--- config.mk ---
export PLATFORM = sky130hd
export DESIGN_NAME = pipelined_adder
export DESIGN_NICKNAME = d
export VERILOG_FILES = /design/src/rtl/adder_pkg.sv /design/src/rtl/adder_segment.sv /design/src/rtl/pipelined_adder.sv
export SDC_FILE = /design/constraint.sdc
export NUM_CORES = 1
export LEC_CHECK = 0
export CORE_ASPECT_RATIO = 0.9
export CORE_MARGIN = 3
export CORE_UTILIZATION = 45
export CTS_CLUSTER_SIZE = 14
export DETAILED_ROUTE_END_ITERATION = 8
export MAX_ROUTING_LAYER = met4
export PLACE_DENSITY = 0.67
export SKIP_LAST_GASP = 1
export SYNTH_ARGS = -nofsm -noshare
export SYNTH_HDL_FRONTEND = slang
export SYNTH_SLANG_ARGS = --single-unit
export TNS_END_PERCENT = 100
--- constraint.sdc ---
create_clock -name clk -period 8.29 [get_ports clk]
set_input_delay 2.0725 -clock clk [delete_from_list [all_inputs] [get_ports clk]]
set_output_delay 2.0725 -clock clk [all_outputs]
set_load 0.005 [all_outputs]
--- src/rtl/adder_pkg.sv ---
// Shared definitions for the pipelined adder.
//   MODE_ADD / MODE_SUB : encoding of the sub input
//   calc_nseg()         : number of carry-chain segments (pipeline stages);
//                         returns 0 for an illegal WIDTH/SEG_W combination so
//                         the top level can reject it at elaboration.
package adder_pkg;

  localparam bit MODE_ADD = 1'b0;
  localparam bit MODE_SUB = 1'b1;

  function automatic int calc_nseg(input int width, input int seg_w);
    if (width < 1 || seg_w < 1 || (width % seg_w) != 0) begin
      return 0;
    end
    return width / seg_w;
  endfunction

endpackage

--- src/rtl/adder_segment.sv ---
// Combinational SEG_W-bit ripple adder built from per-bit full-adder equations.
// Ports:
//   a_seg, b_seg : segment operands (b already inverted for subtraction)
//   ci           : carry into bit 0 of the segment
//   s_seg        : segment sum
//   co           : carry out of the segment MSB
//   c_msb_in     : carry into the segment MSB (signed-overflow detection)
module adder_segment #(
  parameter int SEG_W = 8
) (
  input  logic [SEG_W-1:0] a_seg,
  input  logic [SEG_W-1:0] b_seg,
  input  logic             ci,
  output logic [SEG_W-1:0] s_seg,
  output logic             co,
  output logic             c_msb_in
);

  logic [SEG_W:0] c;

  always_comb begin
    c     = '0;
    s_seg = '0;
    c[0]  = ci;
    for (int i = 0; i < SEG_W; i++) begin
      s_seg[i] = a_seg[i] ^ b_seg[i] ^ c[i];
      c[i+1]   = (a_seg[i] & b_seg[i]) | (c[i] & (a_seg[i] ^ b_seg[i]));
    end
  end

  assign co       = c[SEG_W];
  assign c_msb_in = c[SEG_W-1];

endmodule

--- src/rtl/pipelined_adder.sv ---
// Pipelined WIDTH-bit adder/subtractor. The carry chain is cut into NSEG
// segments of SEG_W bits, one register stage per segment, so latency is NSEG
// cycles and throughput is one beat per cycle.
// Ports:
//   clk, rst            : clock, synchronous active-high reset
//   in_valid / in_ready : operand handshake
//   a, b, cin, sub      : operands; sub=1 computes a + ~b + 1 (cin ignored)
//   out_valid/out_ready : result handshake
//   sum, cout, ovf      : result, carry out of MSB, signed overflow
module pipelined_adder
  import adder_pkg::*;
#(
  parameter int WIDTH = 32,
  parameter int SEG_W = 8
) (
  input  logic             clk,
  input  logic             rst,
  input  logic             in_valid,
  output logic             in_ready,
  input  logic [WIDTH-1:0] a,
  input  logic [WIDTH-1:0] b,
  input  logic             cin,
  input  logic             sub,
  output logic             out_valid,
  input  logic             out_ready,
  output logic [WIDTH-1:0] sum,
  output logic             cout,
  output logic             ovf
);

  localparam int NSEG = calc_nseg(WIDTH, SEG_W);

  if (NSEG < 1) begin : g_param_check
    $error("pipelined_adder: WIDTH=%0d must be a positive multiple of SEG_W=%0d", WIDTH, SEG_W);
  end

  logic advance;

  // Operand registers hold the not-yet-added upper segments, shifted down so
  // the next stage always consumes bits [SEG_W-1:0]. Result registers collect
  // finished segments from the top, so after NSEG stages they are in order.
  logic [WIDTH-1:0] a_q   [NSEG];
  logic [WIDTH-1:0] b_q   [NSEG];
  logic [WIDTH-1:0] res_q [NSEG];
  logic [NSEG-1:0]  vld_q;
  logic [NSEG-1:0]  cy_q;
  logic             ovf_q;

  logic [WIDTH-1:0] a_d   [NSEG];
  logic [WIDTH-1:0] b_d   [NSEG];
  logic [WIDTH-1:0] res_d [NSEG];
  logic [NSEG-1:0]  vld_d;
  logic [NSEG-1:0]  cy_d;
  logic             ovf_d;

  logic [WIDTH-1:0] a_in  [NSEG];
  logic [WIDTH-1:0] b_in  [NSEG];
  logic [WIDTH-1:0] r_in  [NSEG];
  logic [NSEG-1:0]  c_in;
  logic [SEG_W-1:0] s_seg [NSEG];
  logic [NSEG-1:0]  co_seg;
  logic             c_msb_last;

  // Single global enable: the whole pipe moves or nothing moves.
  assign advance  = !out_valid || out_ready;
  assign in_ready = advance;

  always_comb begin
    vld_d = '0;
    c_in  = '0;
    for (int k = 0; k < NSEG; k++) begin
      a_in[k] = '0;
      b_in[k] = '0;
      r_in[k] = '0;
    end
    a_in[0]  = a;
    b_in[0]  = (sub == MODE_ADD) ? b : ~b;
    c_in[0]  = (sub == MODE_SUB) ? 1'b1 : cin;
    vld_d[0] = in_valid;
    for (int k = 1; k < NSEG; k++) begin
      a_in[k]  = a_q[k-1];
      b_in[k]  = b_q[k-1];
      r_in[k]  = res_q[k-1];
      c_in[k]  = cy_q[k-1];
      vld_d[k] = vld_q[k-1];
    end
  end

  for (genvar k = 0; k < NSEG; k++) begin : g_stage
    if (k == NSEG - 1) begin : g_last
      adder_segment #(.SEG_W(SEG_W)) u_seg (
        .a_seg    (a_in[k][SEG_W-1:0]),
        .b_seg    (b_in[k][SEG_W-1:0]),
        .ci       (c_in[k]),
        .s_seg    (s_seg[k]),
        .co       (co_seg[k]),
        .c_msb_in (c_msb_last)
      );
    end else begin : g_mid
      // Carry into a segment MSB only matters for the top segment.
      logic c_msb_unused;
      adder_segment #(.SEG_W(SEG_W)) u_seg (
        .a_seg    (a_in[k][SEG_W-1:0]),
        .b_seg    (b_in[k][SEG_W-1:0]),
        .ci       (c_in[k]),
        .s_seg    (s_seg[k]),
        .co       (co_seg[k]),
        .c_msb_in (c_msb_unused)
      );
    end
  end

  always_comb begin
    cy_d = '0;
    for (int k = 0; k < NSEG; k++) begin
      a_d[k]   = a_in[k] >> SEG_W;
      b_d[k]   = b_in[k] >> SEG_W;
      res_d[k] = r_in[k] >> SEG_W;
      res_d[k][WIDTH-1 -: SEG_W] = s_seg[k];
      cy_d[k]  = co_seg[k];
    end
    ovf_d = c_msb_last ^ co_seg[NSEG-1];
  end

  always_ff @(posedge clk) begin
    if (rst) begin
      for (int k = 0; k < NSEG; k++) begin
        a_q[k]   <= '0;
        b_q[k]   <= '0;
        res_q[k] <= '0;
      end
      vld_q <= '0;
      cy_q  <= '0;
      ovf_q <= 1'b0;
    end else if (advance) begin
      for (int k = 0; k < NSEG; k++) begin
        a_q[k]   <= a_d[k];
        b_q[k]   <= b_d[k];
        res_q[k] <= res_d[k];
      end
      vld_q <= vld_d;
      cy_q  <= cy_d;
      ovf_q <= ovf_d;
    end
  end

  assign out_valid = vld_q[NSEG-1];
  assign sum       = res_q[NSEG-1];
  assign cout      = cy_q[NSEG-1];
  assign ovf       = ovf_q;

endmodule

==> results.toml <==
[floorplan]
die_area_um2 = 19060
dieHeight_um = 131.3
rows = 45
coreArea_um2 = 17000
initial_utilization_pct = 46.14
die_x_um = 145.2
io_pins = 106

[detailed_routing]
ant_nets = 0
drt_pass1_iterations = 4
drc = 0
viasPerCell = 4.572
wirelength_um = 11980
drt_iter0_drc = 197
wire_per_inst_um = 13.93
num_vias = 3932

[final_layout]
fillers = 1379
nNetsFinal = 714
synthToLayoutAreaGrowth_pct = 22.87
diodes = 0
multi_input_area_um2 = 2107
drive_gt1_share_pct = 6.240
seq_area_um2 = 5465
fin_util_pct = 56.70

[yosys]
muxShareOfSynthArea_pct = 0
synth_compound_gate_area_share_pct = 0.6060
ys_ff_latch = 185
synth_fa_ha_area_share_pct = 8.165
synth_fp_nets = 613
syn_inst = 511
synth_simple_gate_area_share_pct = 14.27
netlist_area_um2 = 7846
ys_warn_count = 0
ys_seq_area_share_pct = 69.65
ys_types = 20
synth_xor_area_share_pct = 3.684
synth_top_family_by_area = "simple AND/OR/NAND/NOR gates"
post_synth.cell_area_avg_um2 = 15.35

[placed_design]
place_congestion = 0.6865
post-place-ws_ns = 2.022
hpwl_um = 7485
portBuffers = 105

[hold_path]
hp-class = "reg2reg"
holdPathStages = 2

[setup_path]
arrival_ns = 6.02
critical_path.max_stage_delay_ns = 0.45
reg2regPathDepth = 12
worstPathMaxFanout = 1
criticalPathCategory = "in2reg"
cp_top_family = "adder cells"
cp.depth = 14
crit_slowest_cell = "fa_1"
critPathRequiredTime_ns = 8.47
crit_top_cell = "fa_1"
worstPathCellList = "clkdlybuf4s50_1 > xnor2_1 > fa_1 > inv_1 > fa_1 > inv_1 > fa_1 > fa_1 > fa_1 > fa_1 > fa_1 > inv_1 > fa_1 > and2_1"
worst-path-buf-inv = 4
cp-end-kind = "flip-flop"
critPathLaunchType = "primary input"

[power]
powerDensity_nw_per_um2 = 213.0
p_leak_nw = 3.827
vdd_ir_drop_max_v = 0.0001490
finalPower_w = 0.002054

[clock_network]
cts_buffers = 17
cts_setup_buffers = 0
insertion_delay_ns = 0.42
cts_resized = 0
cts_hold_buf = 0
cts.sinks = 185
ctsRootBufferMaster = "clkbuf_16"
cts_tree = "yes"
clk_pin_slew_worst_paths_ns = 0.07
clockBufferDepth = 2
htree_levels = 4

[grt]
grt_pass1_vias = 4096
grt_pass1_wl_um = 19540
overflow = 0
grt_max_degree = 99
grt_usage_pct = 13.48
antenna_found_initial = 0

[sta]
min_period_ns = 5.845
hold_violations = 0
worstMarginPinSlew_ns = 1.053
clock_skew_ns = 0.007737
fmax_ghz = 0.1711
relSlewSlack_pct = 29.80
min_period_over_period_pct = 70.51
setup_violations = 0
fin_setup_tns_ns = 0
worst_slack_ns = 2.445
drv_slew = 0
rsz0062_at_grt = "false"

[status]
status = "completed"

[run]
maxCapViolations = 0
==> tightest hold or removal path, stage by stage (launching register included) <==
cell and delay, ns:
dfxtp_1 0.31, nand2_1 0.05, a21oi_1 0.05
==> synth_stat cells (all sizes together) <==
master | count | area, µm²
nor2b | 1 | 13.76
inv | 31 | 116.4
nand2 | 10 | 37.54
a21oi | 5 | 25.02
nand2b | 2 | 12.51
dfxtp | 9 | 180.2
clkbuf | 15 | 68.82
fa | 32 | 640.6
and2 | 140 | 875.8
xnor2 | 31 | 271.5
buf | 11 | 98.85
edfxtp | 176 | 5285
a211oi | 3 | 22.52
nor2 | 43 | 180.2
xor2 | 2 | 17.52
==> sequential cells by signal (all words and copies together), names as in the netlist <==
signal  cells
res_q      80
a_q        48
b_q        48
cy_q        4
vld_q       4
ovf         1
==> worst paths after layout <==
check	endpoint	start	slack, ns
hold / removal	vld_q[2]$_SDFFE_PP0P_	vld_q[2]$_SDFFE_PP0P_	0.46
hold reg to reg	vld_q[2]$_SDFFE_PP0P_	vld_q[2]$_SDFFE_PP0P_	0.46
setup reg to reg	res_q[3][31]$_SDFFCE_PN0P_	a_q[0][48]$_SDFFCE_PN0P_	4.41
setup / recovery	res_q[0][31]$_SDFFCE_PN0P_	b[0]	2.44
==> area by class of cell <==
| type | count | area share [%] |
|---|---|---|
| sequential | 185 | 56.69 |
| multi-input combinational | 269 | 21.86 |
| timing repair buffer | 108 | 11.21 |
| clock buffer | 18 | 4.452 |
| tap | 235 | 3.050 |
| clock inverter | 14 | 1.531 |
| inverter | 31 | 1.207 |
==> kinds of logic (layout without fill, tap and decap cells) <==
group | after synthesis | after routing
xor gates and xnor gates | 33 | 33
buffers and inverters | 57 | 171
DFF | 185 | 185
AOI/OAI and AO/OA | 8 | 8
and+or+nand+nor | 196 | 196
adders and majority gates | 32 | 32
==> power breakdown <==
group | total, W | switching, W | internal (W) | leakage (nW)
registers | 0.00111 | 0.0000185 | 0.00109 | 2.16
logic | 0.000157 | 0.0000664 | 0.0000907 | 1.39
clock network | 0.000785 | 0.000340 | 0.000445 | 0.272
==> cell usage in the layout, fill, tap and decap left out <==
cell,synthesis,final
a211oi_1,3,3
a21oi_1,5,5
and2_1,140,140
buf_12,0,1
buf_2,4,1
buf_4,0,2
bufinv_16,0,2
clkbuf_1,5,1
clkbuf_16,0,17
clkdlybuf4s50_1,0,104
clkinv_1,0,2
clkinv_2,0,1
clkinv_4,0,4
clkinvlp_4,0,3
dfxtp_1,9,9
edfxtp_1,176,176
fa_1,32,32
inv_1,30,30
inv_2,1,1
inv_6,0,2
nand2_1,10,10
nand2b_2,0,1
nand2b_4,0,1
nor2_1,41,41
nor2_2,1,1
nor2_8,1,1
nor2b_4,1,1
xnor2_1,31,31
xor2_1,2,2
==> routing by layer <==
layer	up-vias	track usage, %	wire length [µm]
met5	-	-	0
met4	0	5.380	212
met3	18	3.483	559
met2	96	22.34	6209
met1	1927	15.90	5003
li1	1891	-	-
==> through the flow <==
stage / hold slack (ns) / cells / instance area (µm²)
finish: 0.4632 / 860 / 9641
CTS: 0.4628 / 860 / 9641
detailed placement: 0.4528 / 828 / 9064
global placement: 0.4377 / 828 / 9064
floorplan: 0.4321 / 511 / 7846
global route: 0.4883 / 860 / 9641
Power figures use the tool's default switching activity.
